$ cat src/rtl/cpu_types_pkg.sv
// Shared CPU memory-side types: RAM handshake states, arbiter states, beat counter width.
package cpu_types_pkg;

    localparam int BEATW = 3;
    localparam int WORDW = 32;

    typedef logic [WORDW-1:0] word_t;

    typedef enum logic [1:0] {
        FREE   = 2'd0,
        BUSY   = 2'd1,
        ACCESS = 2'd2,
        ERROR  = 2'd3
    } ramstate_t;

    typedef enum logic [1:0] {
        IDLE = 2'd0,
        IGNT = 2'd1,
        DGNT = 2'd2
    } arb_state_t;

    // Index of the final beat of a burst, truncated to the beat counter width.
    function automatic logic [BEATW-1:0] last_beat(input int burst);
        logic [BEATW-1:0] idx;
        idx = BEATW'(burst - 1);
        return idx;
    endfunction

endpackage

$ cat src/rtl/mem_arbiter_prio.sv
// Next-grant decision taken from IDLE; purely combinational.
// Dcache wins ties unless it held the previous grant, so neither side starves.
module arb_prio
    import cpu_types_pkg::*;
(
    input  logic       i_req,
    input  logic       d_req,
    input  logic       lastd,
    output arb_state_t gnt_nxt
);

    always_comb begin
        gnt_nxt = IDLE;
        if (d_req && !(i_req && lastd)) begin
            gnt_nxt = DGNT;
        end else if (i_req) begin
            gnt_nxt = IGNT;
        end
    end

endmodule

$ cat src/rtl/mem_arbiter.sv
// Single-port RAM arbiter between icache fills and dcache block transfers.
// Grant is held for a whole burst; the loser simply sees wait=1 and retries later.
module mem_arbiter
    import cpu_types_pkg::*;
#(
    parameter int DBURST = 2,
    parameter int IBURST = 1,
    parameter int AW     = 32
) (
    input  logic          CLK,
    input  logic          nRST,
    input  logic          iREN,
    input  logic [AW-1:0] iaddr,
    output logic          iwait,
    output logic [AW-1:0] iload,
    input  logic          dREN,
    input  logic          dWEN,
    input  logic [AW-1:0] daddr,
    input  logic [AW-1:0] dstore,
    output logic          dwait,
    output logic [AW-1:0] dload,
    output logic          ramREN,
    output logic          ramWEN,
    output logic [AW-1:0] ramaddr,
    output logic [AW-1:0] ramstore,
    input  logic [AW-1:0] ramload,
    input  logic [1:0]    ramstate,
    output logic          memerr
);

    if (DBURST < 1 || DBURST > 8 || IBURST < 1 || IBURST > 8) begin : g_bad_burst
        $error("mem_arbiter: burst lengths must be 1..8");
    end

    localparam logic [BEATW-1:0] D_LAST = last_beat(DBURST);
    localparam logic [BEATW-1:0] I_LAST = last_beat(IBURST);

    arb_state_t       state_q, state_d;
    arb_state_t       gnt_nxt;
    logic [BEATW-1:0] cnt_q, cnt_d;
    logic             lastd_q, lastd_d;
    logic             memerr_q, memerr_d;
    logic             d_req;
    ramstate_t        rs;

    assign d_req  = dREN | dWEN;
    assign rs     = ramstate_t'(ramstate);
    assign memerr = memerr_q;

    arb_prio u_prio (
        .i_req   (iREN),
        .d_req   (d_req),
        .lastd   (lastd_q),
        .gnt_nxt (gnt_nxt)
    );

    always_comb begin
        state_d  = state_q;
        cnt_d    = cnt_q;
        lastd_d  = lastd_q;
        memerr_d = memerr_q;
        iwait    = 1'b1;
        dwait    = 1'b1;
        iload    = '0;
        dload    = '0;
        ramREN   = 1'b0;
        ramWEN   = 1'b0;
        ramaddr  = '0;
        ramstore = '0;

        case (state_q)
            IDLE: begin
                state_d = gnt_nxt;
                cnt_d   = '0;
            end

            DGNT: begin
                ramREN   = dREN;
                ramWEN   = dWEN;
                ramaddr  = daddr;
                ramstore = dstore;
                // Dropping both enables ends the burst early; it still counts as a dcache turn.
                if (!d_req) begin
                    state_d = IDLE;
                    cnt_d   = '0;
                    lastd_d = 1'b1;
                end else begin
                    case (rs)
                        ACCESS: begin
                            dwait = 1'b0;
                            dload = ramload;
                            if (cnt_q == D_LAST) begin
                                state_d = IDLE;
                                cnt_d   = '0;
                                lastd_d = 1'b1;
                            end else begin
                                cnt_d = cnt_q + BEATW'(1);
                            end
                        end
                        ERROR:   memerr_d = 1'b1;
                        default: ;
                    endcase
                end
            end

            IGNT: begin
                ramREN  = iREN;
                ramaddr = iaddr;
                if (!iREN) begin
                    state_d = IDLE;
                    cnt_d   = '0;
                    lastd_d = 1'b0;
                end else begin
                    case (rs)
                        ACCESS: begin
                            iwait = 1'b0;
                            iload = ramload;
                            if (cnt_q == I_LAST) begin
                                state_d = IDLE;
                                cnt_d   = '0;
                                lastd_d = 1'b0;
                            end else begin
                                cnt_d = cnt_q + BEATW'(1);
                            end
                        end
                        ERROR:   memerr_d = 1'b1;
                        default: ;
                    endcase
                end
            end

            default: begin
                state_d = IDLE;
                cnt_d   = '0;
            end
        endcase
    end

    always_ff @(posedge CLK or negedge nRST) begin
        if (!nRST) begin
            state_q  <= IDLE;
            cnt_q    <= '0;
            lastd_q  <= 1'b0;
            memerr_q <= 1'b0;
        end else begin
            state_q  <= state_d;
            cnt_q    <= cnt_d;
            lastd_q  <= lastd_d;
            memerr_q <= memerr_d;
        end
    end

endmodule

$ cat config.mk
export PLATFORM = sky130hd
export DESIGN_NAME = mem_arbiter
export DESIGN_NICKNAME = d
export VERILOG_FILES = /design/src/rtl/cpu_types_pkg.sv /design/src/rtl/mem_arbiter_prio.sv /design/src/rtl/mem_arbiter.sv
export SDC_FILE = /design/constraint.sdc
export NUM_CORES = 1
export LEC_CHECK = 0
export ABC_CLOCK_PERIOD_IN_PS = 1350
export CAP_MARGIN = 25
export CORE_AREA = 2 2 105 107
export CTS_CLUSTER_SIZE = 30
export DETAILED_ROUTE_END_ITERATION = 7
export DIE_AREA = 0 0 107 109
export PLACE_DENSITY = 0.66
export SETUP_SLACK_MARGIN = 0.1
export SLEW_MARGIN = 20
export SYNTH_ARGS = -nofsm -noshare
export SYNTH_HDL_FRONTEND = slang
export SYNTH_SLANG_ARGS = --single-unit
$ cat constraint.sdc
create_clock -name CLK -period 1.35 [get_ports CLK]
set_input_delay 0.2025 -clock CLK [delete_from_list [all_inputs] [get_ports CLK]]
set_output_delay 0.2025 -clock CLK [all_outputs]
set_load 0.01 [all_outputs]
==> metrics.md, run 1 <==
| Metric | Value |
|---|---|
| Outcome | complete, but fails checks |
| Failing checks | setup timing |
| Clock slew at reported path FFs | about 40 ps |
| Initial antenna violation count | 2 |
| Worst endpoint required time | 1150 ps |
| CTS tree | yes |
| Hold bufs inserted after CTS | 0 |
| Sequential area share after synthesis | 10.29% |
| Min cycle time layout | 1924 ps |
| Post-synth EDFFs | 0 |
| Post-Syn Area | about 1700 um^2 |
| Final Instance Count excl. Fillers | roughly 720 |
| Die Width | about 110 um |
| Avg WL per Cell | 18.23 um |
| Setup-failing EPs final | roughly 140 |
| Main combinational cell family by area after synthesis | simple AND/OR/NAND/NOR gates |
| Final count of pins violating max slew | 0 |
| Drt total wl | 13030 um |
| Clock Sink Count | 7 |
| Vias per cell | ~4.3 |
| Synth Register Bits | 7 |
| Cts bufs inserted | 3 |
| CTS root buf | clkbuf_8 |
| Final hold vios | 0 |
| Die span in y | around 110 um |
| Leakage | 2.708 nW |
| Kind of critical path | register to primary output |
| CP startpoint kind | register |
| First-pass GRT wire length | ~17000 um |
| Largest net degree at the start of global routing | 35 |
| DRC Markers | 0 |
| Starting Density | 16.06% |
| CP Max Fanout | 5 |
| Core Util, Final | around three fifths |
| Slew @ Worst Pin | 305.1 ps |
| Max-cap violations | 0 |
| Syn_area_per_cell | around 7.0 um^2 |
| Data arrival, critical path | between 1500 and 2000 ps |
| Vias in the first global route | 3032 |
| H-tree levels | 1 |
| Via count | roughly 3.1k |
| Tot GR Track Use | 18.99% |
| Ys Warns | 0 |
| Fillers | ~890 |
| Min setup slack post-route | -573.5 ps |
| RSZ-0062 raised after global routing | true |
| CP max stage delay | around 400 ps |
| Max VDD drop | 1184 uV |
| Die area | around 12000 um^2 |
| Post-synth net total | between 300 and 400 |
| DP Cell Count | about 650 |
| WL met2 | 7217 um |
| Synth Area in Compound Gates | ~20% |
| Max frequency | 519.9 MHz |
| Routed Antenna Nets | 0 |
| Post-Synth Adder-Cell Area | under 10% |
| Hold WS | roughly 240 ps |
| Detailed placement HPWL | roughly 9000 um |
| Crit path launch | state_q[1] |
| R2R Path Start | state_q[1] |
| Core Rows | 38 |
| DR top layer | met4 |
| Worst clock skew | 0.8513 ps |
| HP Class | primary input to asynchronous set/reset pin |
| Worst-Skew Late Latency | approximately 220 ps |
| Drt pass-1 iters | 4 |
| RD Place Congestion | 0.7798 |
| Element type at the critical path end | primary output |
| Area growth from synthesis to layout | 262.3% |
| Final instance area | ~6200 um^2 |
| Gate Count Post-Synth | roughly 240 |
| Slew headroom | 79.59% |
| Ports | roughly 270 |
| Most frequent CP cell | buf_6 |
| Xor-xnor portion of the synthesized cell area | 0% |
| Reg2Reg Setup Slack | -420 ps |
| Synth unique cells | 32 |
| WL met1 | roughly 4800 um |
| IO Port Bufs | around 270 |
| Fraction of layout cells with a size suffix above 1 | between 60% and 70% |
| DP Area | roughly 5000 um^2 |
| Most frequent cells in the layout | 136 x buf_6, 134 x clkdlybuf4s50_1, 97 x and2_4 |
| Worst R2R Path Depth | 11 |
| Pwr/cell area | 1312 nW/um^2 |
| Max Root-Sink Buffers | 2 |
| Most common cell after layout, fill and taps aside | buf_6 |
| Iter 0 DRT Violations | 86 |
| DP Worst Slack | -751.0 ps |
| Mux contribution to synthesized area | approximately 1.2% |
| Total power | between 8 and 9 mW |
| Core footprint | 10600 um^2 |
| Crit-path cells | inv_2 > ha_4 > nand2_8 > nor2_4 > buf_6 > buf_12 > buf_6 > and2_4 > buf_6 |
| Remaining Overflow, GRT | 0 |
| Simple-Gate Fraction of Synth Area | a little under three fifths |
| Critical-path top delay cell | dfrtp_1 |
| Setup TNS Final | -60900 ps |
| Post-synth ARST share | 100.0% |
| Main synth FF type | dfrtp_1 |
| Met3 WL | 774 um |
| Layout Nets | around 720 |
| Fin crit share | 142.5% |
final cells by class:
cell class	count	area (um^2)	share of cell area, %
Antenna cell	2	5.005	0.08112
Clock buffer	4	45.04	0.7301
Inverter	8	30.03	0.4867
Multi-Input combinational cell	207	2064	33.46
Sequential cell	7	175.2	2.839
Tap cell	140	175.2	2.839
Timing Repair Buffer	347	3675	59.56
flip-flops by register name, summed over array words and instances (netlist names):
| register | cells |
|---|---|
| state_q | 2 |
| memerr | 1 |
| cnt_q | 3 |
| lastd_q | 1 |
where the power goes:
part           internal [mW]  total (mW)  switching (mW)
sequential             0.269       0.315          0.0455
clock                  0.203       0.283          0.0800
combinational           4.55        7.49            2.94
Yosys cell counts, types with 2 or more instances:
cell	count	area, um^2
o211ai_1	2	15.01
nor2_1	4	15.01
nor2_4	2	22.52
inv_1	8	30.03
nand3b_1	2	15.01
a22oi_1	32	240.2
mux2i_1	2	20.02
and2_1	97	606.8
ha_1	6	75.07
dfrtp_1	7	175.2
a31oi_1	2	12.51
clkbuf_1	17	63.81
nor2b_1	34	212.7
buf_2	2	10.01
clkbuf_2	2	10.01
o21ai_0	3	15.01
nand2b_1	3	18.77
nand2_1	5	18.77
what timing repair did:
| item | CTS | global route |
|---|---|---|
| endpoints found under the setup margin | 140 | 139 |
| gates resized for setup | 561 | 177 |
| gates cloned | 10 | 6 |
| buffers inserted | 28 | 21 |
| pin swaps | 29 | 34 |
| endpoints found under the hold margin | 0 | 0 |
worst max-delay path: cells and delay by family, from the launching register on:
kind                       cells  cell delay, ps
buffers and inverters          5             570
adders and majority gates      1             190
and+or+nand+nor                3             340
DFF                            1             400
per-layer routing:
layer	vias to the layer above	GRT usage, %
met5	-	0
li1	1472	-
met3	14	3.467
met2	99	35.40
met4	0	3.803
met1	1476	22.79
kinds of logic (layout without fill, tap and decap cells):
| family | after synthesis | count (layout) |
|---|---|---|
| AO/OA/AOI/OAI | 46 | 46 |
| adder cells (fa/ha/maj) | 6 | 6 |
| buffers and inverters | 30 | 359 |
| flip-flops | 7 | 7 |
| multiplexers | 2 | 2 |
| other | 0 | 2 |
| AND/OR/NAND/NOR | 153 | 153 |
final timing paths:
kind | end
setup reg to reg | memerr
setup / recovery | iload[13]
hold / removal | cnt_q[2]
min in group CLK | memerr
max in group asynchronous | cnt_q[1]
hold reg to reg | memerr
Power figures use the tool's default switching activity.
==> inputs of run 2 (changes only) <==
--- a/config.mk
+++ b/config.mk
@@ -8,10 +8,12 @@
 export ABC_CLOCK_PERIOD_IN_PS = 1350
 export CAP_MARGIN = 25
 export CORE_AREA = 2 2 105 107
+export CTS_BUF_LIST = sky130_fd_sc_hd__clkbuf_16
 export CTS_CLUSTER_SIZE = 30
 export DETAILED_ROUTE_END_ITERATION = 7
 export DIE_AREA = 0 0 107 109
 export PLACE_DENSITY = 0.66
+export REMOVE_ABC_BUFFERS = 1
 export SETUP_SLACK_MARGIN = 0.1
 export SLEW_MARGIN = 20
 export SYNTH_ARGS = -nofsm -noshare
==> metrics.md, run 2 (synthesis results as in run 1) <==
| Metric | Value |
|---|---|
| Hold WS | 248.9 ps |
| Tot GR Track Use | a little under a fifth |
| CTS root buf | clkbuf_16 |
| Leakage | 2.659 nW |
| H-tree levels | 1 |
| Crit path launch | state_q[0] |
| Most frequent CP cell | buf_6 |
| Vias per cell | about 4.3 |
| Die area | between 10000 and 15000 um^2 |
| Fillers | approximately 900 |
| Starting Density | 16.06% |
| Initial antenna violation count | 0 |
| CP startpoint kind | register |
| Drt total wl | roughly 13000 um |
| DRC Markers | 0 |
| Slew headroom | around three quarters |
| CTS tree | yes |
| Most flop-heavy register | cnt_q |
| Most common cell after layout, fill and taps aside | clkdlybuf4s50_1 |
| IO Port Bufs | about 270 |
| First-pass GRT wire length | ~17000 um |
| Pwr/cell area | around 1300 nW/um^2 |
| DP Cell Count | 651 |
| Data arrival, critical path | 1700 ps |
| Via count | roughly 3.0k |
| Combinational share of power | 89.4% |
| RD Place Congestion | ~0.77 |
| Critical-path top delay cell | dfrtp_1 |
| Die Width | between 100 and 150 um |
| Kind of critical path | register to primary output |
| Avg WL per Cell | approximately 19 um |
| Iter 0 DRT Violations | 120 |
| Routed Antenna Nets | 0 |
| Clock Sink Count | 7 |
| Int Power | roughly 4.9 mW |
| Layout Nets | 698 |
| Bufs and invs on worst path | 5 |
| Outcome | complete, but fails checks |
| Psw | about 3 mW |
| CP Max Fanout | 5 |
| Core Rows | 38 |
| Max-cap violations | 0 |
| Fin crit share | 140.6% |
| Setup-failing EPs final | about 140 |
| Max VDD drop | about 1300 uV |
| Clock slew at reported path FFs | 40 ps |
| Worst-Skew Late Latency | ~240 ps |
| CP delay by family, top | buffers and inverters |
| Clk network pwr share | under 10% |
| Largest net degree at the start of global routing | 18 |
| Remaining Overflow, GRT | 0 |
| Core footprint | 10600 um^2 |
| Cts bufs inserted | 3 |
| Crit-path cells | buf_6 > ha_4 > buf_8 > buf_6 > buf_12 > a22oi_2 > nor2b_1 > buf_2 |
| Failing checks | setup timing |
| CP max stage delay | between 300 and 400 ps |
| RSZ-0062 raised after global routing | true |
| Element type at the critical path end | primary output |
| Final Instance Count excl. Fillers | about 700 |
| Fraction of layout cells with a size suffix above 1 | 62.59% |
| HP Class | primary input to asynchronous set/reset pin |
| Final count of pins violating max slew | 0 |
| Final hold vios | 0 |
| Worst endpoint required time | ~1200 ps |
| Slew @ Worst Pin | 366.2 ps |
| Max reg flops | 3 |
| Vias in the first global route | between 2k and 3k |
| Sequential fraction of design power | under 10% |
| Regs by FF count | cnt_q (3), state_q (2) |
| R2R Path Start | state_q[1] |
| Max Root-Sink Buffers | 2 |
| Detailed placement HPWL | ~8100 um |
| Sw frac | a little under two fifths |
| Min cycle time layout | between 1500 and 2000 ps |
| Max frequency | around 530 MHz |
| Area growth from synthesis to layout | 253.0% |
| Worst clock skew | about 3.2 ps |
| Min setup slack post-route | -548.3 ps |
| Die span in y | 109 um |
| Most frequent cells in the layout | 133 x clkdlybuf4s50_1, 112 x buf_6, 84 x and2_4 |
| Ports | 268 |
| Hold bufs inserted after CTS | 0 |
| Drt pass-1 iters | 4 |
| ANT cells | 0 |
==> run 2: power groups by stage <==
| stage | Combinational [mW] | Sequential [mW] | Clock (mW) |
|---|---|---|---|
| after floorplan | 1.81 | 0.307 | 0 |
| after global placement | 4.18 | 0.307 | 0 |
| after detailed placement | 4.24 | 0.313 | 0 |
| after CTS | 5.64 | 0.312 | 0.520 |
| after global routing | 7.42 | 0.332 | 0.526 |
| final | 7.06 | 0.324 | 0.515 |
==> run 2: worst reg2reg max path: cells and delay by family (launching register included) <==
| kind | cells | cell delay [ps] |
|---|---|---|
| buf+inv | 6 | 740 |
| fa+ha+maj | 1 | 180 |
| flops | 1 | 390 |
| compound gates | 2 | 170 |
==> run 2: final timing paths <==
check	endpoint	slack (ps)	cells past startpoint
worst max-delay path	ramaddr[12]	-550	8
worst min-delay path	cnt_q[2]	250	1
worst max register to register	lastd_q	-250	9
worst min register to register	memerr	480	1
max in group asynchronous	cnt_q[0]	840	1
min in group CLK	memerr	480	1
==> run 2: layout make-up <==
class                   count  area (um^2)  area share (%)
multi-input cells         207         1946           32.37
flip-flops and latches      7        175.2           2.914
clock inverters             1        5.005         0.08326
inverters                   8        37.54          0.6245
well taps                 140        175.2           2.914
repair buffers            330         3597           59.85
clock buffers               3        75.07           1.249
==> run 2: routing by layer <==
metal  global-route usage [%]  vias up  wire length (um)
met3                    3.646       13               734
met2                    35.49      133              6914
met4                    3.432        0               154
met1                    21.74     1439              5098
li1                         -     1438                 -
met5                        0        -                 0
==> run 2: repair_timing <==
item / 4_1_cts / 5_1_grt
pin swaps: 32 / 47
endpoints found under the setup margin: 140 / 139
gates cloned: 11 / 7
resized for setup: 630 / 211
setup buffers: 20 / 8
==> run 2: metrics by stage <==
| step | total power [mW] | utilization [%] | cell area [um^2] | TNS [ps] | setup slack [ps] |
|---|---|---|---|---|---|
| floorplan | 2.113 | - | 1612 | -119490 | -1174 |
| global placement | 4.485 | 44.23 | 4690 | -79520 | -676.7 |
| detailed placement | 4.550 | 44.23 | 4690 | -82860 | -695.4 |
| CTS | 6.476 | 47.22 | 5006 | -62180 | -572.7 |
| global route | 8.274 | 56.69 | 6011 | -66830 | -598.6 |
| finish | 7.901 | 56.69 | 6011 | -59290 | -548.3 |
==> inputs of run 3 (changes only) <==
--- a/config.mk
+++ b/config.mk
@@ -7,12 +7,14 @@
 export LEC_CHECK = 0
 export ABC_CLOCK_PERIOD_IN_PS = 1350
 export CAP_MARGIN = 25
-export CORE_AREA = 2 2 105 107
+export CELL_PAD_IN_SITES_DETAIL_PLACEMENT = 1
+export CELL_PAD_IN_SITES_GLOBAL_PLACEMENT = 2
+export CORE_UTILIZATION = 10
 export CTS_BUF_LIST = sky130_fd_sc_hd__clkbuf_16
 export CTS_CLUSTER_SIZE = 30
 export DETAILED_ROUTE_END_ITERATION = 7
-export DIE_AREA = 0 0 107 109
-export PLACE_DENSITY = 0.66
+export GPL_ROUTABILITY_DRIVEN = 1
+export PLACE_DENSITY = 0.94
 export REMOVE_ABC_BUFFERS = 1
 export SETUP_SLACK_MARGIN = 0.1
 export SLEW_MARGIN = 20
==> metrics.md, run 3 (synthesis results as in run 1) <==
| Metric | Value |
|---|---|
| Outcome | complete, but fails checks |
| Failing checks | setup timing |
| Data arrival, critical path | roughly 1700 ps |
| Slew headroom | between 70% and 80% |
| Regs by FF count | cnt_q (3), state_q (2) |
| Tot GR Track Use | roughly 14% |
| Element type at the critical path end | primary output |
| CP Max Fanout | 6 |
| CP delay by family, top | buffers and inverters |
| DP Area | 4812 um^2 |
| First-pass GRT wire length | between 15000 and 20000 um |
| Starting Density | about a tenth |
| Setup TNS Final | -57650 ps |
| RSZ-0062 raised after global routing | true |
| Max frequency | around 530 MHz |
| Die span in y | approximately 130 um |
| Die area | ~18000 um^2 |
| DRC Markers | 0 |
| Fin crit share | 139.9% |
| Crit-path cells | inv_2 > ha_4 > o21ai_4 > nor2_4 > buf_6 > buf_16 > buf_6 > and2_4 > buf_6 |
| Most common cell after layout, fill and taps aside | clkdlybuf4s50_1 |
| Most frequent cells in the layout | 134 x clkdlybuf4s50_1, 106 x buf_6, 66 x and2_4 |
| DP Cell Count | approximately 730 |
| Max Root-Sink Buffers | 2 |
| CP max stage delay | approximately 380 ps |
| Final Instance Count excl. Fillers | ~780 |
| Core footprint | 16580 um^2 |
| Max reg flops | 3 |
| Ports | around 270 |
| H-tree levels | 1 |
| Pwr/cell area | approximately 1200 nW/um^2 |
| Detailed placement HPWL | between 9000 and 10000 um |
| Final instance area | between 5000 and 6000 um^2 |
| Slew @ Worst Pin | 424.1 ps |
| Max-cap violations | 0 |
| Routed Antenna Nets | 0 |
| Setup-failing EPs final | 139 |
| Leakage | ~2.6 nW |
| Max VDD drop | just under 700 uV |
| Bufs and invs on worst path | 5 |
| Vias per cell | between 3 and 4 |
| Final count of pins violating max slew | 0 |
| Clock Sink Count | 7 |
| Via count | between 3k and 4k |
| Min cycle time layout | about 1900 ps |
| Core Util, Final | a little over a third |
| Largest net degree at the start of global routing | 34 |
| Initial antenna violation count | 1 |
| CTS tree | yes |
| Critical-path top delay cell | dfrtp_1 |
| Min setup slack post-route | -538.5 ps |
| Core Rows | 47 |
| Area growth from synthesis to layout | 249.1% |
| Worst clock skew | 2.495 ps |
| Hold WS | 277.8 ps |
| Most flop-heavy register | cnt_q |
| Drt total wl | 14800 um |
| Drt pass-1 iters | 4 |
| Layout Nets | 698 |
| Clock slew at reported path FFs | approximately 40 ps |
| Cts bufs inserted | 3 |
| Kind of critical path | register to primary output |
| Most frequent CP cell | buf_6 |
| Avg WL per Cell | ~19 um |
| Vias in the first global route | between 3k and 4k |
| Final hold vios | 0 |
| Worst-Skew Late Latency | ~230 ps |
| Fraction of layout cells with a size suffix above 1 | 57.01% |
| Iter 0 DRT Violations | 56 |
| Die Width | between 100 and 150 um |
| HP Class | primary input to asynchronous set/reset pin |
| Worst endpoint required time | between 1000 and 1500 ps |
| CP startpoint kind | register |
| CTS root buf | clkbuf_16 |
| Remaining Overflow, GRT | 0 |
| IO Port Bufs | about 270 |
| RD Place Congestion | between 0.8 and 0.9 |
run 3: worst paths after layout:
kind	startpoint	endpoint	slack (ps)	depth (start not counted)
max	state_q[0]	dload[0]	-540	9
min	nRST	memerr	280	1
max reg2reg	state_q[0]	cnt_q[2]	-270	9
min reg2reg	memerr	memerr	470	1
max in group asynchronous	nRST	state_q[1]	770	1
min in group CLK	memerr	memerr	470	1
run 3: power by group:
part | total [mW] | switching [mW] | internal, mW
registers | 0.321 | 0.0523 | 0.269
clock network | 0.507 | 0.120 | 0.386
logic | 6.45 | 2.74 | 3.71
total | 7.28 | 2.91 | 4.37
run 3: final cells by class:
cell class	count	area, um^2
Fill cell	1893	10640
Timing Repair Buffer	330	3512
Multi-Input combinational cell	207	1868
Tap cell	220	275.3
Sequential cell	7	175.2
Clock buffer	3	75.07
Inverter	8	32.53
Clock inverter	1	3.754
Antenna cell	1	2.502
run 3: worst reg2reg max path, stage by stage (launching register included):
cell	delay, ps
dfrtp_1	380
inv_2	80
ha_4	170
o21ai_4	80
buf_4	140
buf_6	100
buf_6	130
o22ai_2	120
nand3b_1	160
o211ai_1	180
run 3: metal layers:
metal | up-vias | track usage [%] | share of wire, %
met4 | 0 | 2.171 | 1.0
met3 | 8 | 2.644 | 3.6
met2 | 77 | 27.16 | 55
met1 | 1531 | 16.83 | 41
li1 | 1444 | - | -
met5 | - | 0 | 0
run 3: timing repair:
item | 4_1_cts | 5_1_grt
cloned | 10 | 7
hold buffers | 0 | 0
pin swaps | 28 | 28
setup buffers | 16 | 5
setup endpoints to repair | 140 | 140
gates resized for setup | 571 | 191
endpoints found under the hold margin | 0 | 0
run 3: through the flow:
stage / setup WS (ps) / power [mW]
final: -538.5 / 7.283
after global routing: -626.8 / 7.679
after CTS: -559.0 / 5.737
after detailed placement: -743.9 / 4.620
after global placement: -705.1 / 4.466
after floorplan: -1174 / 2.113
